[src/rtl/uart_pkg.sv]
// rtl/uart_pkg.sv - shared UART timing constants and divisor clamp helper
package uart_pkg;

    // 200 MHz / (9600 baud * 16 oversample) ~= 1302
    localparam int DIV_DEFAULT_200M = 1302;
    localparam int UART_OVS         = 16;

    // A divisor below 2 cannot produce a separate high and low phase, so it is
    // raised to 2.
    function automatic int unsigned clamp_div(input int unsigned d);
        return (d < 2) ? 32'd2 : d;
    endfunction

endpackage

[src/rtl/tick_counter.sv]
// rtl/tick_counter.sv - wrap counter with enable, clear and terminal-count pulse
//
// Ports:
//   clk200 : clock, rising edge
//   rst_n  : asynchronous active-low reset
//   en     : advance the count this cycle
//   clr    : synchronous clear, overrides en
//   last   : terminal value; the count wraps last -> 0
//   cnt    : current count
//   tc     : combinational, high on the edge where the count wraps
module tick_counter #(
    parameter int W = 16
) (
    input  logic         clk200,
    input  logic         rst_n,
    input  logic         en,
    input  logic         clr,
    input  logic [W-1:0] last,
    output logic [W-1:0] cnt,
    output logic         tc
);

    // A clear suppresses the wrap so that a restart never emits a tick.
    assign tc = en && !clr && (cnt == last);

    always_ff @(posedge clk200 or negedge rst_n) begin
        if (!rst_n) begin
            cnt <= '0;
        end else if (clr || tc) begin
            cnt <= '0;
        end else if (en) begin
            cnt <= cnt + W'(1);
        end
    end

endmodule

[src/rtl/baud_tick_gen.sv]
// rtl/baud_tick_gen.sv - baud-rate oversample/bit tick generator with shadowed divisor
//
// Ports:
//   clk200      : 200 MHz system clock
//   rst_n       : asynchronous active-low reset
//   en          : count enable; low freezes counters and clkout
//   restart     : synchronous phase restart, wins over en
//   div_load    : one-cycle strobe capturing div_value into the shadow
//   div_value   : requested divisor N
//   tick_ovs    : one-cycle pulse every N enabled cycles
//   tick_bit    : one-cycle pulse on every OVS-th tick_ovs
//   clkout      : square wave, period N enabled cycles
//   div_active  : divisor currently in use
//   div_pending : shadow holds a divisor not yet applied
module baud_tick_gen
    import uart_pkg::*;
#(
    parameter int CNT_W       = 16,
    parameter int DIV_DEFAULT = DIV_DEFAULT_200M,
    parameter int OVS         = UART_OVS,
    parameter int OVS_W       = 4
) (
    input  logic             clk200,
    input  logic             rst_n,
    input  logic             en,
    input  logic             restart,
    input  logic             div_load,
    input  logic [CNT_W-1:0] div_value,
    output logic             tick_ovs,
    output logic             tick_bit,
    output logic             clkout,
    output logic [CNT_W-1:0] div_active,
    output logic             div_pending
);

    localparam logic [CNT_W-1:0] DIV_RESET = CNT_W'(clamp_div(DIV_DEFAULT));
    localparam logic [OVS_W-1:0] OVS_LAST  = OVS_W'(OVS - 1);

    logic [CNT_W-1:0] shadow;
    logic [CNT_W-1:0] div_req;
    logic [CNT_W-1:0] per_last;
    logic [CNT_W-1:0] cnt;
    logic [CNT_W-1:0] cnt_next;
    logic             per_tc;
    logic             ovs_tc;
    logic             apply;
    // Only the terminal count of the oversample counter is needed.
    logic [OVS_W-1:0] ovs_cnt_unused;

    assign div_req  = CNT_W'(clamp_div(32'(div_value)));
    assign per_last = div_active - CNT_W'(1);
    assign apply    = restart || per_tc;

    // Count value after this edge; clkout is derived from it so the output
    // is registered yet aligned with the counter.
    assign cnt_next = per_tc ? '0 : cnt + CNT_W'(1);

    tick_counter #(
        .W (CNT_W)
    ) u_period (
        .clk200 (clk200),
        .rst_n  (rst_n),
        .en     (en),
        .clr    (restart),
        .last   (per_last),
        .cnt    (cnt),
        .tc     (per_tc)
    );

    tick_counter #(
        .W (OVS_W)
    ) u_ovs (
        .clk200 (clk200),
        .rst_n  (rst_n),
        .en     (per_tc),
        .clr    (restart),
        .last   (OVS_LAST),
        .cnt    (ovs_cnt_unused),
        .tc     (ovs_tc)
    );

    always_ff @(posedge clk200 or negedge rst_n) begin
        if (!rst_n) begin
            tick_ovs    <= 1'b0;
            tick_bit    <= 1'b0;
            clkout      <= 1'b0;
            div_active  <= DIV_RESET;
            shadow      <= DIV_RESET;
            div_pending <= 1'b0;
        end else begin
            tick_ovs <= per_tc;
            tick_bit <= ovs_tc;

            if (restart) begin
                clkout <= 1'b0;
            end else if (en) begin
                clkout <= (cnt_next >= (div_active >> 1));
            end

            // A load coinciding with an apply edge bypasses the shadow.
            if (apply) begin
                div_active  <= div_load ? div_req : shadow;
                shadow      <= div_load ? div_req : shadow;
                div_pending <= 1'b0;
            end else if (div_load) begin
                shadow      <= div_req;
                div_pending <= 1'b1;
            end
        end
    end

endmodule

[config.mk]
export PLATFORM = sky130hd
export DESIGN_NAME = baud_tick_gen
export DESIGN_NICKNAME = d
export VERILOG_FILES = /design/src/rtl/uart_pkg.sv /design/src/rtl/tick_counter.sv /design/src/rtl/baud_tick_gen.sv
export SDC_FILE = /design/constraint.sdc
export NUM_CORES = 1
export LEC_CHECK = 0
export BUFFER_PORTS_ARGS = -buffer_cell sky130_fd_sc_hd__buf_2
export CAP_MARGIN = 10
export CORE_MARGIN = 5
export CORE_UTILIZATION = 27
export CTS_CLUSTER_SIZE = 12
export DETAILED_ROUTE_END_ITERATION = 16
export GPL_ROUTABILITY_DRIVEN = 0
export GPL_TIMING_DRIVEN = 0
export PLACE_DENSITY = 0.55
export SYNTH_ARGS = -nofsm -noshare
export SYNTH_HDL_FRONTEND = slang
export SYNTH_SLANG_ARGS = --single-unit
[constraint.sdc]
create_clock -name clk200 -period 8.7 [get_ports clk200]
set_clock_uncertainty 0.2 [all_clocks]
set_input_delay 0.435 -clock clk200 [delete_from_list [all_inputs] [get_ports clk200]]
set_output_delay 0.435 -clock clk200 [all_outputs]
set_load 0.005 [all_outputs]
==> results.md, run 1 <==
* Violated checks: hold timing
* Buffers on Ports at 38
* DP HPWL at 6550 um
* Worst vdd ir at just over 0.08 mV
* Avg Cell Area, Syn at about 9.9 um^2
* Period Utilization, post-route at 0.559
* EDFF count, synth at 0
* Floorplan core area at roughly 0.013 mm^2
* Number of global-route vias before repair at about 2800
* Pin count of the biggest net entering global routing at 57
* Post-synthesis async set-or-reset flop share at 1.00
* Number of buffers added by the clock tree synthesis step at 5
* Top-level I/O count at 41
* Max-Slew Margin vs Limit at 0.521
* Wire length of the first global-routing pass at between 10000 and 15000 um
* Most common cell after layout, fill and taps aside: sky130_fd_sc_hd__dfrtp_1
* Share of the core filled with cells in the final layout at 0.320
* Main flop type after synthesis: sky130_fd_sc_hd__dfrtp_1
* Gate Count Post-Synth at between 300 and 400
* Count of yosys warnings during synthesis at 0
* Startpoint Class: flip-flop
* CP Data Arrival Time at roughly 4.8 ns
* Width of the die at between 100 and 150 um
* Clock tree from TritonCTS: done
* Sort of element at the end of the critical path: flip-flop
* Vias per cell at 4.71
* Total DRC errors in the routed layout at 0
* Number of nets in the layout at 455
* Number of pins exceeding their max-slew limit in the final report at 0
* RSZ-0062 raised after global routing: no
* Post-route antenna net violation count at 0
* Area of the die at approximately 0.016 mm^2
* Post-CTS setup repair buffer count at 0
* GRT Resource Usage Total at 0.113
* Clock-pin transition on the worst setup and hold timing paths at 0.08 ns
* Final Hold Slack at -0.0138 ns
* Net count after synthesis at 410
* Slew of the pin with the lowest slew margin at slightly above 0.7 ns
* Cell variety after synth at 62
* Total clock sinks at 56
* Htree depth at 2
* Vias after detailed routing at 2792
* Hold violation count in the final report at 9
* Clock insertion delay at the later pin of the skew report at 0.30 ns
* Number of antenna violations at the first check in global routing at 0
* Starting utilization of the core area at 0.276
* PwrDens at between 150 and 200 mW/mm^2
* Top achievable clock speed at ~210 MHz
* Total power consumption of the routed design at ~0.68 mW
* Final wirelength at a little under 9000 um
* Final setup violation count at 0
* R2R depth at 17
* Number of iterations in the first detailed-routing pass at 4
* Total of flip-flops plus latches after synthesis at 56
* Area growth, synth to finish at 15.9%
* Min Tclk post-route at 4.86 ns
* Number of max-cap violations at 0
* Register Area at between 0.001 and 0.0015 mm^2
* Cell Rows at 42
* Worst Path Required at a little under 9 ns
* Number of hold-repair buffers added at the cts stage at 0
* Clk root buf: sky130_fd_sc_hd__clkbuf_16
* Highest-count cells in the layout ignoring fill and taps: sky130_fd_sc_hd__dfrtp_1 (46), sky130_fd_sc_hd__buf_2 (39), sky130_fd_sc_hd__nor2_1 (39)
* Final TNS setup at 0 ns
* Multi-input gate area in the final layout at between 0.002 and 0.0025 mm^2
* Cell area after synthesis at 0.00366 mm^2
* # diodes at 0
* Leakage dissipation at about 1.9 nW
* Hold/Removal Path Class: input pin to async pin
* Number of inserted filler cells in the final layout at 1393
* Fraction of layout cells with a size suffix above 1 at 0.249
* Clk buf depth at 2
* Outcome: finished with violations
* Register area share after synthesis at 0.387
* Number of violations reported at the end of detailed-routing iteration 0 at 194
* Crit Path Category: flip-flop to flip-flop
* Number of resized instances in the post-cts repair step at 0
* Mean routed wirelength per cell at 14.7 um
* CP max FO at 10
* Overflow left after global routing at 0
* Vertical die dimension at 126 um
==> power breakdown <==
group | switching (mW) | internal [mW]
sequential | 0.0244 | 0.284
clock | 0.0975 | 0.137
combinational | 0.0719 | 0.0634
==> synth_stat cells (all sizes together) (2+ instances only) <==
library cell,count,area share
nand3,12,0.016
a211oi,4,0.0082
o31ai,3,0.0099
inv,22,0.023
nand2,18,0.018
o21ai,8,0.011
a21oi,6,0.0082
and2,2,0.0034
clkbuf,13,0.014
xor2,21,0.050
nor2b,2,0.0034
nand4,10,0.019
dfstp,10,0.072
nor4,6,0.010
buf,11,0.024
a211o,2,0.0051
nor4b,4,0.014
nand2b,5,0.0086
nor3,9,0.014
nor2,39,0.040
ha,18,0.062
xnor2,23,0.055
o21bai,3,0.0062
a21o,5,0.010
and3,7,0.012
nand4b,2,0.0048
mux2,30,0.092
dfrtp,46,0.31
a31o,2,0.0048
a2111oi,2,0.0065
and4,3,0.0072
or3,4,0.0068
==> cell type report <==
class / count / share of cell area
multi-input combinational: 269 / 0.477
sequential: 56 / 0.334
tap: 176 / 0.0520
timing repair buffer: 38 / 0.0455
buffer: 24 / 0.0328
clock buffer: 6 / 0.0304
inverter: 22 / 0.0195
clock inverter: 2 / 0.00916
==> kinds of logic (layout without fill, tap and decap cells) <==
| group | after synthesis | in the layout | synth area share |
|---|---|---|---|
| and+or+nand+nor | 130 | 130 | 0.193 |
| xor gates and xnor gates | 44 | 44 | 0.105 |
| muxes | 31 | 31 | 0.0951 |
| adders and majority gates | 18 | 18 | 0.0616 |
| buffers and inverters | 46 | 92 | 0.0606 |
| AOI/OAI and AO/OA | 46 | 46 | 0.0979 |
| DFF | 56 | 56 | 0.387 |
==> sequential cells by signal, indices dropped and copies added (netlist names) <==
signal,cells
shadow,16
clkout,1
u_period.cnt,16
div_pending,1
u_ovs.cnt,4
tick_ovs,1
tick_bit,1
div_active,16
==> worst max-delay path, cell delays in order, from the launching register on <==
cell and delay, ns:
sky130_fd_sc_hd__dfstp_2 0.64, sky130_fd_sc_hd__inv_1 0.06, sky130_fd_sc_hd__ha_1 0.29, sky130_fd_sc_hd__xnor2_1 0.13
sky130_fd_sc_hd__nor4b_1 0.43, sky130_fd_sc_hd__nand4b_1 0.24, sky130_fd_sc_hd__a2111oi_2 0.36, sky130_fd_sc_hd__nand4_2 0.21
sky130_fd_sc_hd__buf_6 0.20, sky130_fd_sc_hd__or2b_1 0.15, sky130_fd_sc_hd__ha_1 0.21, sky130_fd_sc_hd__nand2b_1 0.13
sky130_fd_sc_hd__a21o_1 0.17, sky130_fd_sc_hd__a21o_1 0.17, sky130_fd_sc_hd__a2111oi_0 0.50, sky130_fd_sc_hd__o21bai_1 0.17
sky130_fd_sc_hd__a221oi_1 0.39, sky130_fd_sc_hd__nor3_1 0.07
==> layer usage <==
metal	vias up	GRT usage	part of all wire
li1	1388	-	-
met1	1344	0.154	0.48
met2	52	0.183	0.47
met3	8	0.0202	0.033
met4	0	0.0322	0.016
met5	-	0	0
==> metrics by stage <==
step                      cells  setup WS [ns]  cell area [um^2]
final                       593           3.84              4240
after global routing        593           3.42              4240
after CTS                   593           3.80              4230
after detailed placement    585           3.82              4070
after global placement      585           3.85              4070
after floorplan             371           4.57              3660
==> path summary, 6_finish.rpt <==
path                                          endpoint                 startpoint  slack, ns
setup reg to reg                    clkout$_DFFE_PN0P_  div_active[1]$_DFFE_PN1N_       3.84
min in group clk200               shadow[10]$_DFF_PN1_              div_value[10]       0.20
hold reg to reg                    shadow[3]$_DFF_PN0_        shadow[3]$_DFF_PN0_       0.30
hold / removal                    shadow[14]$_DFF_PN0_                      rst_n      -0.01
max in group asynchronous  u_period.cnt[7]$_DFFE_PN0P_                      rst_n       7.83
setup / recovery                    clkout$_DFFE_PN0P_  div_active[1]$_DFFE_PN1N_       3.84
(Power assumes the default switching activity.)
==> run 2: changes to the inputs <==
--- a/config.mk
+++ b/config.mk
@@ -13,7 +13,7 @@
 export DETAILED_ROUTE_END_ITERATION = 16
 export GPL_ROUTABILITY_DRIVEN = 0
 export GPL_TIMING_DRIVEN = 0
-export PLACE_DENSITY = 0.55
+export PLACE_DENSITY = 0.56
 export SYNTH_ARGS = -nofsm -noshare
 export SYNTH_HDL_FRONTEND = slang
 export SYNTH_SLANG_ARGS = --single-unit
==> constraint.sdc (replaced) <==
create_clock -name clk200 -period 4 [get_ports clk200]
set_clock_uncertainty 0.2 [all_clocks]
set_input_delay 0.2 -clock clk200 [delete_from_list [all_inputs] [get_ports clk200]]
set_output_delay 0.2 -clock clk200 [all_outputs]
set_load 0.005 [all_outputs]
==> run 2 against run 1 <==
- the run ends with setup timing left
- utilization up 3.9 points
- worst hold slack better by 0.29 ns
- clock-buffer cell count did not move
- critical path depth did not move
- via count rose by 8.8%
- worst setup slack worse by 4.0 ns
- largest power group unchanged
==> results.md, run 2 (same netlist as run 1, synthesis figures left out) <==
* Pin count of the biggest net entering global routing at 57 (unchanged)
* Number of inserted filler cells in the final layout at 1355 (-2.7%)
* Final setup slack of the worst path at -0.148 ns (-3.98 ns)
* Clk buf depth at 2 (unchanged)
* Final Hold Slack at 0.273 ns (+0.287 ns)
* Number of violations reported at the end of detailed-routing iteration 0 at 265 (+37%)
* GRT Resource Usage Total at 0.123 (+0.00993)
* Post-route antenna net violation count at 0 (unchanged)
* Vertical die dimension at 126 um (unchanged)
* Total DRC errors in the routed layout at 0 (unchanged)
* Hold violation count in the final report at 0 (-9)
* Area growth, synth to finish at 30.0%
* Htree depth at 2 (unchanged)
* Worst Path Required at 3.98 ns (-4.69 ns)
* Mean routed wirelength per cell at 15.5 um (+5.8%)
* CP max FO at 4 (-6)
* Starting utilization of the core area at 0.276 (unchanged)
* Buffers on Ports at 38 (unchanged)
* RSZ-0062 raised after global routing: yes
* Total clock sinks at 56 (unchanged)
* Dpl cell area at 0.00410 mm^2 (+0.77%)
* Sort of element at the end of the critical path: flip-flop
* Clk root buf: sky130_fd_sc_hd__clkbuf_16
* Width of the die at 126 um (unchanged)
* Period Utilization, post-route at 1.04 (+0.478)
* Count of placed standard cells including taps at 585 (unchanged)
* DP HPWL at 6880 um (+5.1%)
* Number of nets in the layout at 488 (+7.3%)
* Fraction of layout cells with a size suffix above 1 at 0.333 (+0.0839)
* Violated checks: setup timing
* Cell Rows at 42 (unchanged)
* Final TNS setup at -0.148 ns (-0.148 ns)
* Non-filler instance count after layout at 626 (+5.6%)
* Multi-input gate area in the final layout at 0.00224 mm^2 (+11%)
* Vias after detailed routing at 3037 (+8.8%)
* Overflow left after global routing at 0 (unchanged)
* Final setup violation count at 1 (+1)
* Slew of the pin with the lowest slew margin at 0.711 ns (-0.00798 ns)
* Wire length of the first global-routing pass at 16100 um (+9.2%)
* CP Data Arrival Time at 4.12 ns (-0.71 ns)
* Outcome: finished with violations
* Number of global-route vias before repair at 3122 (+9.8%)
* Final instance area at 0.00475 mm^2 (+12%)
* Final wirelength at 9710 um (+12%)
* Clock tree from TritonCTS: done
* Highest-count cells in the layout ignoring fill and taps: sky130_fd_sc_hd__dfrtp_1 (44), sky130_fd_sc_hd__nor2_1 (39), sky130_fd_sc_hd__buf_2 (37)
* Area of the die at 0.0160 mm^2 (unchanged)
* Max stage delay cell, worst path: sky130_fd_sc_hd__dfrtp_2
* PwrDens at 318 mW/mm^2 (+98%)
* Number of iterations in the first detailed-routing pass at 4 (unchanged)
* Max-Slew Margin vs Limit at 0.526 (+0.00532)
* Worst vdd ir at 0.209 mV (+160%)
* Clock insertion delay at the later pin of the skew report at 0.29 ns (about the same)
* Critical-path cell list: or3_1, buf_6, a211o_1, o311a_4, o31ai_4, nand2_2, nor3_4, buf_6, nor2_1, ha_1, a21o_1, a21o_1, a211oi_2, o21bai_1, o21bai_4, a221oi_2, nor3_1
* Register Area at 0.00142 mm^2 (+0.18%)
* Number of antenna violations at the first check in global routing at 0 (unchanged)
* Number of pins exceeding their max-slew limit in the final report at 0 (unchanged)
* Leakage dissipation at 2.10 nW (+12%)
* Top achievable clock speed at 241 MHz (+17%)
* # diodes at 0 (unchanged)
* Share of the core filled with cells in the final layout at 0.359 (+0.0391)
* Number of buffers added by the clock tree synthesis step at 5 (unchanged)
* Vias per cell at 4.85 (+3.0%)
* Top Registers: div_active (16), shadow (16), u_period.cnt (16)
* Clock-pin transition on the worst setup and hold timing paths at 0.08 ns (about the same)
* Number of max-cap violations at 0 (unchanged)
* Max incr delay on CP at 0.43 ns (-0.21 ns)
* Startpoint Class: flip-flop
* Hold/Removal Path Class: input pin to flip-flop
* Most common cell after layout, fill and taps aside: sky130_fd_sc_hd__dfrtp_1
* Min Tclk post-route at 4.15 ns (-0.717 ns)
* Floorplan core area at 0.0132 mm^2 (unchanged)
* Crit Path Category: flip-flop to flip-flop
* Top-level I/O count at 41 (unchanged)
==> run 2: per-stage QoR <==
step	total power, mW	setup WS (ns)
after global placement	0.982	-0.536
final	1.51	-0.148
after CTS	1.49	-0.209
after global routing	1.58	-0.318
after detailed placement	0.991	-0.593
after floorplan	0.873	0.00965
==> run 2: area by class of cell <==
| cell class | count | area share |
|---|---|---|
| Multi-Input combinational cell | 269 | 0.471 |
| Timing Repair Buffer | 77 | 0.114 |
| Inverter | 22 | 0.0174 |
| Buffer | 18 | 0.0232 |
| Tap cell | 176 | 0.0463 |
| Clock inverter | 2 | 0.00289 |
| Sequential cell | 56 | 0.298 |
| Clock buffer | 6 | 0.0271 |
==> run 2: worst max-delay path, delay by kind of cell, from the launching register on <==
| family | cells | cell delay, ns |
|---|---|---|
| buffers and inverters | 2 | 0.28 |
| adder cells (fa/ha/maj) | 1 | 0.29 |
| AO/OA/AOI/OAI | 9 | 2.04 |
| AND/OR/NAND/NOR | 5 | 0.77 |
| flip-flops | 1 | 0.43 |
==> run 2: final timing paths <==
check / end / slack (ns) / start / depth (start not counted)
max in group asynchronous: div_active[3]$_DFFE_PN0N_ / 2.80 / rst_n / 2
hold / removal: u_period.cnt[4]$_DFFE_PN0P_ / 0.27 / en / 4
setup reg to reg: clkout$_DFFE_PN0P_ / -0.15 / div_active[3]$_DFFE_PN0N_ / 17
hold reg to reg: div_pending$_DFFE_PN0P_ / 0.29 / div_pending$_DFFE_PN0P_ / 2
min in group asynchronous: shadow[0]$_DFF_PN0_ / 0.30 / rst_n / 2
setup / recovery: clkout$_DFFE_PN0P_ / -0.15 / div_active[3]$_DFFE_PN0N_ / 17
==> run 2: report_power, final <==
part	total, mW	internal, mW	leakage (nW)	switching (mW)
combinational	0.389	0.191	1.34	0.198
clock	0.444	0.235	0.0712	0.209
sequential	0.679	0.619	0.693	0.0600
==> run 2: repair_timing <==
action                                  in CTS  in global routing
setup buffers                               20                  1
hold buffers                                17                  1
endpoints found under the setup margin       1                  1
hold endpoints to repair                    20                 46
pin swaps                                   18                 20
gates resized for setup                     16                 19
==> run 2: routing by layer <==
| metal | part of all wire | vias to the layer above | wire length [um] | GRT usage |
|---|---|---|---|---|
| met5 | 0 | - | 0 | 0 |
| met1 | 0.46 | 1517 | 4440 | 0.170 |
| li1 | - | 1448 | - | - |
| met3 | 0.053 | 8 | 513 | 0.0240 |
| met4 | 0.0094 | 0 | 91 | 0.0227 |
| met2 | 0.48 | 64 | 4660 | 0.201 |
==> run 3: changes to the inputs <==
--- a/config.mk
+++ b/config.mk
@@ -6,7 +6,6 @@
 export NUM_CORES = 1
 export LEC_CHECK = 0
 export BUFFER_PORTS_ARGS = -buffer_cell sky130_fd_sc_hd__buf_2
-export CAP_MARGIN = 10
 export CORE_MARGIN = 5
 export CORE_UTILIZATION = 27
 export CTS_CLUSTER_SIZE = 12
@@ -16,4 +15,5 @@
 export PLACE_DENSITY = 0.56
 export SYNTH_ARGS = -nofsm -noshare
 export SYNTH_HDL_FRONTEND = slang
+export SYNTH_HIERARCHICAL = 1
 export SYNTH_SLANG_ARGS = --single-unit
==> run 3 against run 2 <==
- the run still ends with setup timing left
- clock power up 15%
- total power up 2.4%
- wire length up 3.0%
- combinational power down 5%
- first-iteration DRC count down 36%
- sequential power down 2%
- critical path depth up 2
- worst hold slack worse by 0.26 ns
- worst setup slack worse by 0.18 ns
- utilization up 0.72 points
- non-clock buffer count up 6
- synthesized area up 2.1%
- largest power group unchanged
==> results.md, run 3 <==
* Hold/Removal Path Class: input pin to flip-flop
* EDFF count, synth at 0 (unchanged)
* Top achievable clock speed at 231 MHz (-4.1%)
* Number of buffers added by the clock tree synthesis step at 5 (unchanged)
* Max stage delay cell, worst path: sky130_fd_sc_hd__nor4_4
* Worst reg2reg endpoint: clkout$_DFFE_PN0P_
* Total clock sinks at 56 (unchanged)
* Clock insertion delay at the later pin of the skew report at 0.29 ns (about the same)
* Total power consumption of the routed design at 1.55 mW (+2.4%)
* Worst flop-to-flop path startpoint: div_active[2]$_DFFE_PN1N_
* Outcome: finished with violations
* Count of yosys warnings during synthesis at 6 (+6)
* Area growth, synth to finish at 34.7%
* Pin count of the biggest net entering global routing at 57 (unchanged)
* DP HPWL at 6720 um (-2.4%)
* P_sw at 0.444 mW (-4.9%)
* Min-Delay Startpoint: restart
* Number of pins exceeding their max-slew limit in the final report at 0 (unchanged)
* Startpoint Class: flip-flop
* Top-level I/O count at 41 (unchanged)
* Number of max-cap violations at 0 (unchanged)
* Number of violations reported at the end of detailed-routing iteration 0 at 170 (-36%)
* Cell depth of the worst hold path at 2 (-2)
* Max incr delay on CP at 0.40 ns (-0.03 ns)
* Final TNS setup at -0.324 ns (-0.175 ns)
* Mean routed wirelength per cell at 15.6 um (+0.46%)
* Setup crit start: div_active[2]$_DFFE_PN1N_
* Min Tclk post-route at 4.32 ns (+0.175 ns)
* Number of antenna violations at the first check in global routing at 0 (unchanged)
* Cell area after synthesis at 0.00373 mm^2 (+2.1%)
* Fraction of post-synthesis cell area in the top cell type by area at 0.309 (-0.00634)
* Register area share after synthesis at 0.379 (-0.00778)
* Most area-consuming cells after synthesis: sky130_fd_sc_hd__dfrtp_1 (31%), sky130_fd_sc_hd__xnor2_1 (11%), sky130_fd_sc_hd__dfstp_2 (7.0%), sky130_fd_sc_hd__ha_1 (6.4%), sky130_fd_sc_hd__mux2_2 (5.7%)
* PwrDens at 308 mW/mm^2 (-3.1%)
* Vias per cell at 4.75 (-2.0%)
* Clk buf depth at 2 (unchanged)
* Cell variety after synth at 50 (-19%)
* Cell Rows at 43 (+2.4%)
* Gate Count Post-Synth at 363 (-2.2%)
* Worst setup slack for register-to-register paths at -0.32 ns (-0.18 ns)
* Worst path top cell family by delay: simple AND/OR/NAND/NOR gates
* Hold violation count in the final report at 0 (unchanged)
* Leakage dissipation at 2.12 nW (+0.86%)
* Slew of the pin with the lowest slew margin at 0.739 ns (+0.0278 ns)
* Final wirelength at 10000 um (+3.0%)
* Vertical die dimension at 128 um (+0.94%)
* Worst path bufs/invs at 5 (+3)
* # diodes at 0 (unchanged)
* Violated checks: setup timing
* Wire length of the first global-routing pass at 16300 um (+1.4%)
* Htree depth at 2 (unchanged)
* Fraction of layout cells with a size suffix above 1 at 0.353 (+0.0195)
* Post-synthesis async set-or-reset flop share at 1.00 (unchanged)
* P_int at 1.10 mW (+5.7%)
* Buffers on Ports at 39 (+2.6%)
* Worst vdd ir at 0.159 mV (-24%)
* Overflow left after global routing at 0 (unchanged)
* RSZ-0062 raised after global routing: yes
* Comb power frac at 0.240 (-0.017)
* Number of global-route vias before repair at 3191 (+2.2%)
* Dpl cell area at 0.00420 mm^2 (+2.4%)
* Final instance area at 0.00502 mm^2 (+5.7%)
* Crit Path Category: flip-flop to flip-flop
* CP Data Arrival Time at 4.32 ns (+0.20 ns)
* Width of the die at 128 um (+0.94%)
* Net switching share of the total power at 0.287 (-0.0220)
* CP max FO at 6 (+2)
* Highest-count cells in the layout ignoring fill and taps: sky130_fd_sc_hd__xnor2_1 (43), sky130_fd_sc_hd__buf_2 (43), sky130_fd_sc_hd__dfrtp_1 (42)
* Final setup violation count at 1 (unchanged)
* Top cells by instance count after synthesis: sky130_fd_sc_hd__dfrtp_1 (46), sky130_fd_sc_hd__xnor2_1 (46), sky130_fd_sc_hd__inv_1 (25), sky130_fd_sc_hd__nor2_1 (25)
* Clock tree from TritonCTS: done
* Floorplan core area at 0.0137 mm^2 (+3.6%)
* Clk root buf: sky130_fd_sc_hd__clkbuf_16
* Vias after detailed routing at 3052 (+0.49%)
* Main flop type after synthesis: sky130_fd_sc_hd__dfrtp_1
* Cell type contributing the most total cell area after synthesis: sky130_fd_sc_hd__dfrtp_1
* Post-route antenna net violation count at 0 (unchanged)
* Period Utilization, post-route at 1.08 (+0.0438)
* Area of the die at 0.0163 mm^2 (+1.9%)
* Max-Slew Margin vs Limit at 0.508 (-0.0185)
* Number of nets in the layout at 501 (+2.7%)
* Critical-path cell list: nor4_4, buf_4, buf_6, nand2_4, o41ai_2, nand2_1, xnor2_2, nand4_1, nor4_4, buf_6, and2_4, clkbuf_16, buf_6, nor2_4, ha_4, nand4_1, a211oi_2, nand4_1, a311oi_1
* Sort of element at the end of the critical path: flip-flop
* Starting utilization of the core area at 0.272 (-0.00412)
* Total DRC errors in the routed layout at 0 (unchanged)
* Capture endpoint of the worst hold path: u_ovs/cnt[0]$_DFFE_PN0P_
* Final setup slack of the worst path at -0.324 ns (-0.175 ns)
* GRT Resource Usage Total at 0.123 (+0.000661)
* Worst slack at placement at -0.838 ns (-0.245 ns)
* Total of flip-flops plus latches after synthesis at 56 (unchanged)
* Top Registers: div_active (16), shadow (16), u_period/cnt (16)
* Avg Cell Area, Syn at 10.3 um^2 (+4.3%)
* Clock-pin transition on the worst setup and hold timing paths at 0.07 ns (about the same)
* Part of the total power dissipated in sequential elements at 0.432 (-0.017)
* Worst Path Required at 4.00 ns (+0.02 ns)
* R2R depth at 19 (+2)
* Number of iterations in the first detailed-routing pass at 4 (unchanged)
* Portion of total power attributed to the clock network at 0.328 (+0.034)
-- run 3: changes by cell type after synthesis, sizes merged, moves of 4 or more --
cell / change
a211oi: +13
a21o: -5
a311oi: +4
nor4b: -4
nor4: +5
xor2: -8
inv: +4
nand4: +7
nor2b: +5
xnor2: +23
nor2: -14
clkbuf: -8
-- run 3: kinds of logic (layout without fill, tap and decap cells) --
| kind of cell | Yosys count | after routing | share of synthesized area |
|---|---|---|---|
| AND/OR/NAND/NOR | 112 | 112 | 0.184 |
| XOR/XNOR | 59 | 59 | 0.138 |
| flip-flops | 56 | 56 | 0.379 |
| AO/OA/AOI/OAI | 42 | 42 | 0.0882 |
| buffers and inverters | 42 | 135 | 0.0496 |
| multiplexers | 32 | 32 | 0.0956 |
| adder cells (fa/ha/maj) | 19 | 19 | 0.0637 |
| other | 1 | 7 | 0.00101 |
-- run 3: cell type report --
type / instances / area, um^2
multi-input combinational: 271 / 2350
clock inverter: 2 / 38.8
inverter: 26 / 97.6
clock buffer: 6 / 129
buffer: 14 / 115
tap: 180 / 225
timing repair buffer: 87 / 649
sequential: 56 / 1420
fill: 1366 / 8690
-- run 3: metrics by stage --
step	utilization	hold WS, ns	instances
3_5_place_dp	0.306	0.270	588
6_report	0.366	0.0110	642
4_1_cts	0.342	0.00917	621
5_1_grt	0.366	0.0171	642
3_3_place_gp	0.306	0.270	588
2_1_floorplan	-	-0.296	369
-- run 3: worst register-to-register path, stage by stage (launching register included) --
cell	delay (ns)
sky130_fd_sc_hd__dfstp_2	0.39
sky130_fd_sc_hd__nor4_4	0.29
sky130_fd_sc_hd__buf_4	0.16
sky130_fd_sc_hd__buf_6	0.10
sky130_fd_sc_hd__nand2_4	0.05
sky130_fd_sc_hd__o41ai_2	0.35
sky130_fd_sc_hd__nand2_1	0.16
sky130_fd_sc_hd__xnor2_2	0.20
sky130_fd_sc_hd__nand4_1	0.16
sky130_fd_sc_hd__nor4_4	0.40
sky130_fd_sc_hd__buf_6	0.15
sky130_fd_sc_hd__and2_4	0.17
sky130_fd_sc_hd__clkbuf_16	0.16
sky130_fd_sc_hd__buf_6	0.11
sky130_fd_sc_hd__nor2_4	0.04
sky130_fd_sc_hd__ha_4	0.28
sky130_fd_sc_hd__nand4_1	0.16
sky130_fd_sc_hd__a211oi_2	0.23
sky130_fd_sc_hd__nand4_1	0.15
sky130_fd_sc_hd__a311oi_1	0.30
-- run 3: worst max path at each step --
| stage | to | slack, ns | depth (start not counted) |
|---|---|---|---|
| after floorplan | clkout$_DFFE_PN0P_ | -0.19 | 18 |
| after global placement | clkout$_DFFE_PN0P_ | -0.83 | 18 |
| after detailed placement | clkout$_DFFE_PN0P_ | -0.84 | 18 |
| after CTS | clkout$_DFFE_PN0P_ | -0.18 | 17 |
| after global routing | clkout$_DFFE_PN0P_ | -0.54 | 19 |
| final | clkout$_DFFE_PN0P_ | -0.32 | 19 |
-- run 3: routing by layer --
metal  track usage  up-vias  wire length, um
met2         0.213       55             4960
met3        0.0192        8              405
li1              -     1481                -
met5             0        -                0
met1         0.159     1508             4510
met4        0.0366        0              129
-- run 3: what timing repair did --
action,CTS,global route
pin swaps,21,30
buffers inserted,11,20
endpoints found under the setup margin,17,20
hold buffers,16,1
resized for setup,18,31
cloned,0,1
endpoints found under the hold margin,16,46
-- run 3: power groups by stage --
stage / registers, mW / logic, mW / clock network (mW)
final: 0.668 / 0.371 / 0.509
after global routing: 0.675 / 0.409 / 0.539
after CTS: 0.668 / 0.314 / 0.521
after detailed placement: 0.679 / 0.284 / 0
after global placement: 0.678 / 0.280 / 0
after floorplan: 0.669 / 0.187 / 0
